## config.mk

```make
export PLATFORM = sky130hd
export DESIGN_NAME = raw_staging_buffer
export DESIGN_NICKNAME = d
export VERILOG_FILES = /design/src/rtl/raw_staging_buffer.sv
export SDC_FILE = /design/constraint.sdc
export NUM_CORES = 1
export LEC_CHECK = 0
export BUFFER_PORTS_ARGS = -buffer_cell sky130_fd_sc_hd__buf_4
export CAP_MARGIN = 10
export CORE_AREA = 2 2 136 138
export CTS_BUF_LIST = sky130_fd_sc_hd__clkbuf_16
export DETAILED_ROUTE_END_ITERATION = 8
export DIE_AREA = 0 0 138 140
export GPL_TIMING_DRIVEN = 0
export REMOVE_ABC_BUFFERS = 1
export SYNTH_ARGS = -nofsm -noshare
export SYNTH_HDL_FRONTEND = slang
export SYNTH_SLANG_ARGS = --single-unit
export TNS_END_PERCENT = 1
```

## constraint.sdc

```tcl
create_clock -name clk -period 5.45 [get_ports clk]
set_input_delay 0.8175 -clock clk [delete_from_list [all_inputs] [get_ports clk]]
set_output_delay 0.8175 -clock clk [all_outputs]
set_load 0.01 [all_outputs]
```

## src/rtl/raw_staging_buffer.sv

```systemverilog
// raw_staging_buffer: small pool of staging slots. Each accepted entry waits
// out its own countdown, then is offered to the accumulator. The lowest-index
// due slot is presented first. An entry that arrives while every slot is busy
// is dropped and recorded in a sticky overflow flag.
module raw_staging_buffer #(
    parameter int NUM_SLOTS         = 4,
    parameter int DATA_WIDTH        = 32,
    parameter int PARTICLE_ID_WIDTH = 9,
    parameter int COUNTDOWN_WIDTH   = 3
) (
    input  logic                               clk,
    input  logic                               rst,
    input  logic                               i_valid,
    input  logic [DATA_WIDTH-1:0]              i_data,
    input  logic [PARTICLE_ID_WIDTH-1:0]       i_pid,
    input  logic [COUNTDOWN_WIDTH-1:0]         i_countdown,
    output logic                               o_in_ready,
    input  logic                               i_acc_ready,
    output logic [DATA_WIDTH-1:0]              o_data_to_acc,
    output logic [PARTICLE_ID_WIDTH-1:0]       o_pid_to_acc,
    output logic                               o_data_to_acc_valid,
    output logic [$clog2(NUM_SLOTS+1)-1:0]     o_occupancy,
    output logic                               o_overflow
);

    localparam int OCC_W = $clog2(NUM_SLOTS + 1);
    localparam int IDX_W = $clog2(NUM_SLOTS);

    logic [NUM_SLOTS-1:0]         vld_q, vld_d;
    logic [DATA_WIDTH-1:0]        data_q [NUM_SLOTS];
    logic [DATA_WIDTH-1:0]        data_d [NUM_SLOTS];
    logic [PARTICLE_ID_WIDTH-1:0] pid_q  [NUM_SLOTS];
    logic [PARTICLE_ID_WIDTH-1:0] pid_d  [NUM_SLOTS];
    logic [COUNTDOWN_WIDTH-1:0]   cnt_q  [NUM_SLOTS];
    logic [COUNTDOWN_WIDTH-1:0]   cnt_d  [NUM_SLOTS];
    logic [OCC_W-1:0]             occ_q, occ_d;
    logic                         ovf_q, ovf_d;

    logic                         free_found, due_found;
    logic [IDX_W-1:0]             free_idx, due_idx;
    logic                         accept, release_w;

    // Find lowest-index free slot and lowest-index due slot (registered state only).
    always_comb begin
        free_found = 1'b0;
        free_idx   = '0;
        due_found  = 1'b0;
        due_idx    = '0;
        for (int i = NUM_SLOTS - 1; i >= 0; i--) begin
            if (!vld_q[i]) begin
                free_found = 1'b1;
                free_idx   = IDX_W'(i);
            end
            if (vld_q[i] && (cnt_q[i] == '0)) begin
                due_found = 1'b1;
                due_idx   = IDX_W'(i);
            end
        end
    end

    // A slot released this cycle is still valid in registered state, so the
    // free-slot search can never hand it to a same-cycle accept.
    assign o_in_ready          = free_found;
    assign accept              = i_valid && free_found;
    assign o_data_to_acc_valid = due_found;
    assign release_w           = due_found && i_acc_ready;
    assign o_data_to_acc       = due_found ? data_q[due_idx] : '0;
    assign o_pid_to_acc        = due_found ? pid_q[due_idx]  : '0;
    assign o_occupancy         = occ_q;
    assign o_overflow          = ovf_q;

    // Next state: count down waiting slots, retire the released slot, load the accepted entry.
    always_comb begin
        vld_d  = vld_q;
        data_d = data_q;
        pid_d  = pid_q;
        cnt_d  = cnt_q;
        for (int i = 0; i < NUM_SLOTS; i++) begin
            if (vld_q[i] && (cnt_q[i] != '0)) begin
                cnt_d[i] = cnt_q[i] - COUNTDOWN_WIDTH'(1);
            end
        end
        if (release_w) begin
            vld_d[due_idx] = 1'b0;
        end
        if (accept) begin
            vld_d[free_idx]  = 1'b1;
            data_d[free_idx] = i_data;
            pid_d[free_idx]  = i_pid;
            cnt_d[free_idx]  = i_countdown;
        end
        occ_d = occ_q;
        case ({accept, release_w})
            2'b10:   occ_d = occ_q + OCC_W'(1);
            2'b01:   occ_d = occ_q - OCC_W'(1);
            default: occ_d = occ_q;
        endcase
        ovf_d = ovf_q || (i_valid && !free_found);
    end

    // State registers; reset clears every slot and both status registers.
    always_ff @(posedge clk) begin
        if (rst) begin
            vld_q <= '0;
            for (int i = 0; i < NUM_SLOTS; i++) begin
                data_q[i] <= '0;
                pid_q[i]  <= '0;
                cnt_q[i]  <= '0;
            end
            occ_q <= '0;
            ovf_q <= 1'b0;
        end else begin
            vld_q  <= vld_d;
            data_q <= data_d;
            pid_q  <= pid_d;
            cnt_q  <= cnt_d;
            occ_q  <= occ_d;
            ovf_q  <= ovf_d;
        end
    end

endmodule

```

==> impl_metrics.py, run 1 <==
metrics = {
    "synthesis": {
        "ys_seq_elements": 184,
        "synth_compound_area_frac": 0.226,
        "ys_seq_area_frac": 0.467,
        "synth-adder-area-share": 0.0168,
        "yosysWarnings": 0,
        "synth_edf_count": 0,
        "synth_top_family_by_area": "compound AO/OA/AOI/OAI gates",
        "synthTopCellsByArea": "dfxtp_1 47%, nand2_1 18%, a21oi_1 11%",
        "synth-main-ff-cell": "dfxtp_1",
        "synthDistinctLibCells": 40,
        "netlist_area_sq_um": 7890,
        "synth_area_leader_cell": "dfxtp_1",
        "synth-xor-area-share": 0.00666,
        "muxShareOfSynthArea": 0.00539,
        "yosysTopAreaCellShare": 0.467,
        "yosys.area_share.simple": 0.217,
        "synthCells": 1045,
        "syn_area_per_cell_sq_um": 7.55,
        "synthArstFlopShare": 0,
    },
    "finish": {
        "layout-drive-gt1-share": 0.148,
        "syn_to_final_growth_pct": 20.1,
        "diodes": 0,
        "layout.nets": 1142,
        "final_cells": 1326,
        "fin_area_sq_um": 9480,
        "post-route-util": 0.533,
    },
    "global_route": {
        "grt_pass1_wl_mm": 35.5,
        "grt.overflow.total": 0,
        "grt_start_max_net_pins": 106,
        "grt_use_total": 0.227,
        "grt_pass1_vias": 6567,
        "antenna_found_initial": 0,
    },
    "floorplanning": {
        "row_count": 49,
        "die_h_um": 140,
        "initial_core_util": 0.444,
        "ios": 95,
        "coreArea_sq_um": 17800,
        "die_w_um": 138,
        "dieArea_sq_um": 19300,
    },
    "critical_path": {
        "critPathCapture": "o_data_to_acc[21]",
        "endpoint_kind": "output port",
        "startpoint_type": "register",
        "reg2reg_to": "o_occupancy[2]$_SDFFE_PP0P_",
        "path_max_fanout": 40,
        "timing.rr.start": "cnt_q[6]$_SDFF_PP0_",
        "crit_arrival_ns": 2.90,
        "path_class": "register to output port",
        "critPathLaunch": "cnt_q[3]$_SDFF_PP0_",
        "rrSetupSlack_ns": 2.60,
        "rr_worst_depth": 12,
        "worstPathRequired_ns": 4.63,
    },
    "timing": {
        "finalSetupTns_ns": 0,
        "rsz0062_at_grt": "false",
        "tightestPinTransition_ns": 1.15,
        "setup_viol": 0,
        "min_period_ns": 3.71,
        "finalHoldViolCount": 0,
        "fin_crit_sh": 0.681,
        "maxSlewViolCount": 0,
        "max_slew_margin": 0.235,
        "fmax_mhz": 269,
        "fin_skew_ns": 0.0139,
    },
    "detailed_routing": {
        "wl_per_cell_um": 16.7,
        "dr.pass1.iters": 5,
        "drc": 0,
        "viasPerCell": 5.35,
        "vias": 7088,
        "ant_nets": 0,
        "drt_wl_total_mm": 22.2,
        "drt_first_iter_violations": 542,
    },
    "clock_tree": {
        "ctsHtreeMaxLevel": 4,
        "cts_setup_buffers": 0,
        "cts_resized": 0,
        "numCtsBuffers": 17,
        "cts_sinks": 184,
        "clockRootBuffer": "clkbuf_16",
        "path_clk_slew_ns": 0.07,
        "clkLatencyLatePin_ns": 0.43,
        "cts.path.max_buffers": 2,
        "cts_tree": "yes",
        "hold_buffers": 0,
    },
    "pwr": {
        "power.total_uw": 3250,
        "p_per_area_nw_per_um2": 343,
        "p_leak_uw": 0.00339,
        "ir_drop_mv": 0.204,
    },
    "place": {
        "io_buffers": 94,
        "dp_hpwl_mm": 12.8,
        "placedCellCount": 1294,
        "place.gp.congestion": 0.726,
        "place_area_sq_um": 8790,
    },
    "status": {
        "status": "completed",
    },
    "worst_hold_path": {
        "hp-start": "data_q[87]$_SDFFE_PP0P_",
        "hold_class": "register to register",
    },
    "flow_run": {
        "cap_viol_max_count": 0,
    },
}
-- per-layer routing --
metal  vias to the layer above  global-route usage  part of all wire
li1                       3590                   -                 -
met1                      3319               0.317              0.48
met3                        18              0.0451             0.044
met5                         -                   0                 0
met4                         0              0.0494            0.0094
met2                       161               0.366              0.46
-- stage by stage --
stage	hold slack [ns]	setup WS, ns
5_1_grt	0.468	1.57
3_3_place_gp	0.439	0.458
4_1_cts	0.453	1.72
6_report	0.451	1.74
3_5_place_dp	0.444	2.19
2_1_floorplan	0.427	2.09
-- worst min-delay path by stage --
stage,to,slack [ns],cells past startpoint
2_1_floorplan,data_q[64]$_SDFFE_PP0P_,0.43,2
3_3_place_gp,data_q[83]$_SDFFE_PP0P_,0.44,2
3_5_place_dp,data_q[74]$_SDFFE_PP0P_,0.44,2
4_1_cts,data_q[74]$_SDFFE_PP0P_,0.45,2
5_1_grt,data_q[67]$_SDFFE_PP0P_,0.47,2
6_report,data_q[87]$_SDFFE_PP0P_,0.45,2
-- sequential cells by signal, indices dropped and copies added (netlist names) --
| register | cells |
|---|---|
| o_overflow | 1 |
| cnt_q | 12 |
| data_q | 128 |
| pid_q | 36 |
| o_occupancy | 3 |
| vld_q | 4 |
-- Yosys cell counts (6+ instances only) --
cell	count
a211oi_1	10
nor2_1	16
buf_2	28
nand2_1	379
nor3_1	6
o21ai_1	13
inv_1	10
ha_1	9
a221oi_1	41
o21ai_0	72
buf_6	10
clkbuf_1	50
a21oi_1	169
dfxtp_1	184
-- kinds of logic after synthesis --
logic type | after synthesis
buf+inv | 99
mux | 4
fa+ha+maj | 10
simple gates | 428
xor+xnor | 6
compound gates | 314
flops | 184
-- where the power goes --
part | internal (uW) | switching, uW | leakage (uW)
Clock | 910 | 544 | 0.000336
Combinational | 153 | 230 | 0.00156
Sequential | 1390 | 26.2 | 0.00149
-- cell usage in the layout (no fill, tap or decap), drive strengths merged, types with 2 or more instances in the layout --
cell type	count
a211oi	10
a21oi	174
a221oi	41
a311o	2
and3b	3
buf	109
bufinv	7
clkbuf	17
clkinv	3
dfxtp	184
ha	9
inv	14
mux2	2
mux2i	2
nand2	381
nand2b	3
nand3	2
nand3b	4
nand4	2
nor2	18
nor3	6
o21ai	85
or2	2
xnor2	5
-- area by class of cell --
| cell class | count | area (sq um) |
|---|---|---|
| timing repair buffer | 109 | 1020 |
| inverter | 10 | 37.5 |
| multi-input combinational | 762 | 3760 |
| clock inverter | 15 | 267 |
| tap | 229 | 287 |
| sequential | 184 | 3680 |
| fill | 1792 | 8300 |
| clock buffer | 17 | 425 |
-- critical path: stages, from the launching register on --
cell      delay, ns
dfxtp_1        0.31
inv_1          0.07
ha_1           0.22
and3b_2        0.28
buf_12         0.21
nor2_4         0.39
buf_12         0.26
a221oi_1       0.10
o21ai_0        0.40
buf_4          0.21
Power figures use the tool's default switching activity.
==> run 2, diff against run 1 <==
--- a/config.mk
+++ b/config.mk
@@ -12,6 +12,7 @@
 export DETAILED_ROUTE_END_ITERATION = 8
 export DIE_AREA = 0 0 138 140
 export GPL_TIMING_DRIVEN = 0
+export PLACE_DENSITY = 0.66
 export REMOVE_ABC_BUFFERS = 1
 export SYNTH_ARGS = -nofsm -noshare
 export SYNTH_HDL_FRONTEND = slang
==> constraint.sdc (replaced) <==
create_clock -name clk -period 3.15 [get_ports clk]
set_input_delay 0.4725 -clock clk [delete_from_list [all_inputs] [get_ports clk]]
set_output_delay 0.4725 -clock clk [all_outputs]
set_load 0.01 [all_outputs]
==> impl_metrics.py, run 2 (synthesis gave the netlist of run 1 again) <==
metrics = {
    "finish": {
        "syn_to_final_growth_pct": 20.0,
        "final_cells": 1329,
        "final_common_cell": "nand2_1",
        "layout_common_cells": "379 x nand2_1, 184 x dfxtp_1, 169 x a21oi_1, 96 x buf_4, 72 x o21ai_0",
        "largest_reg_flops": 128,
        "largest_register": "data_q",
        "layout-drive-gt1-share": 0.147,
        "layout.nets": 1145,
        "diodes": 0,
        "reg_top3": "data_q: 128 flops, pid_q: 36 flops, cnt_q: 12 flops",
        "post-route-util": 0.533,
    },
    "global_route": {
        "grt_start_max_net_pins": 127,
        "grt_pass1_vias": 6537,
        "grt_pass1_wl_mm": 35.0,
        "antenna_found_initial": 0,
        "grt.overflow.total": 0,
        "grt_use_total": 0.223,
    },
    "floorplanning": {
        "coreArea_sq_um": 17800,
        "die_w_um": 138,
        "dieArea_sq_um": 19300,
        "initial_core_util": 0.444,
        "ios": 95,
        "row_count": 49,
        "die_h_um": 140,
    },
    "critical_path": {
        "path_max_fanout": 23,
        "crit_arrival_ns": 2.43,
        "worstPathRequired_ns": 2.68,
        "endpoint_kind": "output port",
        "path_class": "register to output port",
        "rr_worst_depth": 11,
        "startpoint_type": "register",
    },
    "place": {
        "dp_hpwl_mm": 12.9,
        "io_buffers": 94,
        "placedCellCount": 1294,
        "place.gp.congestion": 0.737,
    },
    "detailed_routing": {
        "ant_nets": 0,
        "dr.pass1.iters": 4,
        "drt_first_iter_violations": 617,
        "wl_per_cell_um": 16.3,
        "drc": 0,
        "drt_wl_total_mm": 21.7,
        "vias": 7153,
        "viasPerCell": 5.38,
    },
    "pwr": {
        "ir_drop_mv": 0.412,
        "p_leak_uw": 0.00339,
        "power.total_uw": 5500,
        "p_per_area_nw_per_um2": 581,
    },
    "worst_hold_path": {
        "hold_class": "input pin to register",
        "holdPathStages": 3,
    },
    "timing": {
        "max_slew_margin": 0.264,
        "fin_crit_sh": 0.922,
        "fmax_mhz": 344,
        "fin_skew_ns": 0.00500,
        "maxSlewViolCount": 0,
        "min_period_ns": 2.91,
        "rsz0062_at_grt": "false",
        "tightestPinTransition_ns": 1.10,
        "finalHoldViolCount": 0,
        "finalSetupTns_ns": 0,
        "setup_viol": 0,
    },
    "clock_tree": {
        "hold_buffers": 0,
        "path_clk_slew_ns": 0.07,
        "clockRootBuffer": "clkbuf_16",
        "numCtsBuffers": 17,
        "cts_sinks": 184,
        "cts.path.max_buffers": 2,
        "clkLatencyLatePin_ns": 0.43,
        "cts_tree": "yes",
        "ctsHtreeMaxLevel": 4,
    },
    "status": {
        "status": "completed",
    },
    "flow_run": {
        "cap_viol_max_count": 0,
    },
}
## run 2: cell count changes in the layout (fill, tap and decap cells not counted), moves of 2 or more
cell	before	now
inv_6	4	0
buf_12	7	4
buf_4	93	96
clkinv_4	0	3
buf_8	4	6
inv_1	10	12
## run 2: cell type report
type	instances	area [sq um]
Clock inverter	15	234
Clock buffer	17	425
Tap cell	229	287
Sequential cell	184	3680
Timing Repair Buffer	112	1040
Multi-Input combinational cell	762	3760
Fill cell	1741	8310
Inverter	10	37.5
## run 2: worst paths after layout
| kind | to | slack, ns | from |
|---|---|---|---|
| min | data_q[112]$_SDFFE_PP0P_ | 0.31 | i_data[16] |
| max | o_pid_to_acc[5] | 0.24 | vld_q[1]$_SDFF_PP0_ |
| min reg2reg | data_q[94]$_SDFFE_PP0P_ | 0.45 | data_q[94]$_SDFFE_PP0P_ |
| max reg2reg | o_occupancy[2]$_SDFFE_PP0P_ | 0.40 | cnt_q[6]$_SDFF_PP0_ |
## run 2: per-layer routing
metal / vias to the layer above / global-route usage / part of all wire / routed length (um)
li1: 3594 / - / - / -
met1: 3363 / 0.307 / 0.46 / 10000
met3: 11 / 0.0520 / 0.055 / 1200
met4: 0 / 0.0494 / 0.0067 / 145
met5: - / 0 / 0 / 0
met2: 185 / 0.358 / 0.48 / 10300
## run 2: where the power goes
group,internal (uW),switching [uW],total (uW)
clock network,1480,906,2390
registers,2400,44.5,2450
logic,270,396,666
total,4150,1350,5500
## run 2: repair_timing
item	CTS	global route
setup endpoints to repair	30	18
setup buffers	2	1
cloned	0	0
pin swaps	1	0
gates resized for setup	1	0
## run 2: worst max-delay path, stage by stage (launching register included)
cell      delay (ns)
dfxtp_1         0.58
and3b_2         0.62
buf_16          0.24
a221oi_1        0.06
o21ai_0         0.30
buf_4           0.19
## run 2: through the flow
step	instance area, sq um	setup slack (ns)	hold slack, ns
finish	9470	0.244	0.307
global route	9470	0.0656	0.296
CTS	9460	0.0728	0.292
detailed placement	8780	0.195	0.443
global placement	8440	-1.38	0.438
floorplan	7440	0.138	0.427
==> run 3, diff against run 2 <==
--- a/config.mk
+++ b/config.mk
@@ -7,14 +7,13 @@
 export LEC_CHECK = 0
 export BUFFER_PORTS_ARGS = -buffer_cell sky130_fd_sc_hd__buf_4
 export CAP_MARGIN = 10
-export CORE_AREA = 2 2 136 138
+export CORE_AREA = 2 2 162 116
 export CTS_BUF_LIST = sky130_fd_sc_hd__clkbuf_16
 export DETAILED_ROUTE_END_ITERATION = 8
-export DIE_AREA = 0 0 138 140
+export DIE_AREA = 0 0 164 118
 export GPL_TIMING_DRIVEN = 0
 export PLACE_DENSITY = 0.66
 export REMOVE_ABC_BUFFERS = 1
 export SYNTH_ARGS = -nofsm -noshare
 export SYNTH_HDL_FRONTEND = slang
 export SYNTH_SLANG_ARGS = --single-unit
-export TNS_END_PERCENT = 1
==> impl_metrics.py, run 3 (synthesis gave the netlist of run 1 again) <==
metrics = {
    "pwr": {
        "p_per_area_nw_per_um2": 572,
        "ir_drop_mv": 0.295,
        "p_leak_uw": 0.00337,
    },
    "finish": {
        "layout-drive-gt1-share": 0.144,
        "largest_reg_flops": 128,
        "reg_top3": "data_q: 128 flops, pid_q: 36 flops, cnt_q: 12 flops",
        "diodes": 0,
        "multiInputGateArea_sq_um": 3760,
        "seq_area_sq_um": 3680,
        "final_cells": 1332,
        "largest_register": "data_q",
        "n_fill_cell": 1700,
        "syn_to_final_growth_pct": 19.6,
        "layout.nets": 1143,
        "layout_common_cells": "379 x nand2_1, 184 x dfxtp_1, 169 x a21oi_1, 94 x buf_4, 72 x o21ai_0",
        "final_common_cell": "nand2_1",
    },
    "detailed_routing": {
        "ant_nets": 0,
        "wl_per_cell_um": 16.5,
        "drt_first_iter_violations": 627,
        "vias": 7259,
        "dr.pass1.iters": 5,
        "viasPerCell": 5.45,
        "drt_wl_total_mm": 22.0,
        "drc": 0,
    },
    "timing": {
        "hold_ws_ns": 0.313,
        "min_period_ns": 3.02,
        "rsz0062_at_grt": "false",
        "max_slew_margin": 0.252,
        "tightestPinTransition_ns": 1.12,
        "maxSlewViolCount": 0,
        "setup_slack_ns": 0.133,
        "fin_crit_sh": 0.958,
        "fin_skew_ns": 0.00917,
        "setup_viol": 0,
        "finalHoldViolCount": 0,
        "fmax_mhz": 332,
    },
    "critical_path": {
        "startpoint_type": "register",
        "cp_top_family": "simple AND/OR/NAND/NOR gates",
        "path_class": "register to output port",
        "worstPathRequired_ns": 2.68,
        "rrSetupSlack_ns": 0.24,
        "reg2reg_to": "o_occupancy[2]$_SDFFE_PP0P_",
        "path_max_fanout": 30,
        "endpoint_kind": "output port",
        "path_cells": "and3b_2 > nor2_4 > buf_12 > a221oi_1 > o21ai_0 > buf_4",
        "rr_worst_depth": 11,
        "critPathMaxStageDelay_ns": 0.55,
        "crit_arrival_ns": 2.54,
        "critPathSlowestCell": "dfxtp_1",
        "timing.rr.start": "cnt_q[9]$_SDFF_PP0_",
        "crit_buf_inv": 2,
    },
    "worst_hold_path": {
        "worstHoldEndpoint": "data_q[109]$_SDFFE_PP0P_",
        "hold_class": "input pin to register",
        "hp-start": "i_data[13]",
        "holdPathStages": 3,
    },
    "floorplanning": {
        "dieArea_sq_um": 19400,
        "coreArea_sq_um": 17800,
        "ios": 95,
        "initial_core_util": 0.443,
        "row_count": 41,
        "die_h_um": 118,
        "die_w_um": 164,
    },
    "place": {
        "place.gp.congestion": 0.703,
        "dp_hpwl_mm": 12.8,
        "placedCellCount": 1301,
        "place_ws_ns": 0.286,
        "io_buffers": 94,
    },
    "global_route": {
        "grt_pass1_vias": 6713,
        "antenna_found_initial": 0,
        "grt.overflow.total": 0,
        "grt_start_max_net_pins": 121,
        "grt_use_total": 0.229,
        "grt_pass1_wl_mm": 35.3,
    },
    "clock_tree": {
        "path_clk_slew_ns": 0.07,
        "cts_sinks": 184,
        "clkLatencyLatePin_ns": 0.43,
        "cts.path.max_buffers": 2,
        "clockRootBuffer": "clkbuf_16",
        "ctsHtreeMaxLevel": 4,
        "numCtsBuffers": 17,
        "cts_tree": "yes",
    },
    "status": {
        "status": "completed",
    },
    "flow_run": {
        "cap_viol_max_count": 0,
    },
}
-- run 3: cell types whose count changed in the layout (fill, tap and decap cells not counted) --
cell       delta
buf_4         -2
bufinv_16     -1
clkinv_2      +2
buf_8         -2
buf_16        +2
clkinv_4      -3
and3b_2       +1
and3b_4       -1
-- run 3: report_power, final --
| part | switching, uW | internal, uW |
|---|---|---|
| clock | 890 | 1380 |
| sequential | 45.2 | 2400 |
| combinational | 399 | 275 |
| total | 1340 | 4060 |
-- run 3: layer usage --
layer	track usage	part of all wire
met1	0.323	0.47
met3	0.0447	0.070
met5	0	0
met4	0.0543	0.0096
met2	0.361	0.45
-- run 3: through the flow --
step | instance area (sq um) | util | power (uW) | TNS [ns]
2_1_floorplan | 7440 | - | 2800 | 0
3_3_place_gp | 8450 | 0.474 | 3120 | -138.53
3_5_place_dp | 8820 | 0.495 | 3170 | 0
4_1_cts | 9430 | 0.530 | 5420 | 0
5_1_grt | 9440 | 0.530 | 5600 | 0
6_report | 9440 | 0.530 | 5400 | 0
-- run 3: worst max path at each step --
stage                     depth (start not counted)  slack [ns]                start                          end
after floorplan                                   6        0.14  cnt_q[3]$_SDFF_PP0_             o_data_to_acc[0]
after detailed placement                         11        0.29  cnt_q[9]$_SDFF_PP0_  o_occupancy[2]$_SDFFE_PP0P_
final                                             6        0.13  vld_q[2]$_SDFF_PP0_              o_pid_to_acc[1]
after global placement                            7       -1.51  cnt_q[3]$_SDFF_PP0_              o_pid_to_acc[8]
after CTS                                         8       0.002  cnt_q[3]$_SDFF_PP0_              o_pid_to_acc[8]
after global routing                              6       0.003  vld_q[2]$_SDFF_PP0_              o_pid_to_acc[1]
-- run 3: worst min-delay path: cells and delay by family --
| kind | cells | cell delay (ns) |
|---|---|---|
| simple gates | 1 | 0.05 |
| buf+inv | 1 | 0.13 |
| compound gates | 1 | 0.05 |
-- run 3: repair_timing --
item                                    4_1_cts  5_1_grt
gates resized for setup                       0        0
endpoints found under the setup margin        3       16
setup buffers                                 0        1
pin swaps                                     1        1
hold buffers                                  0        0
-- run 3: final cells by class --
type	count	share of cell area
Multi-Input combinational cell	762	0.398
Sequential cell	184	0.390
Timing Repair Buffer	110	0.111
Clock buffer	17	0.0451
Tap cell	236	0.0313
Clock inverter	13	0.0199
Inverter	10	0.00398
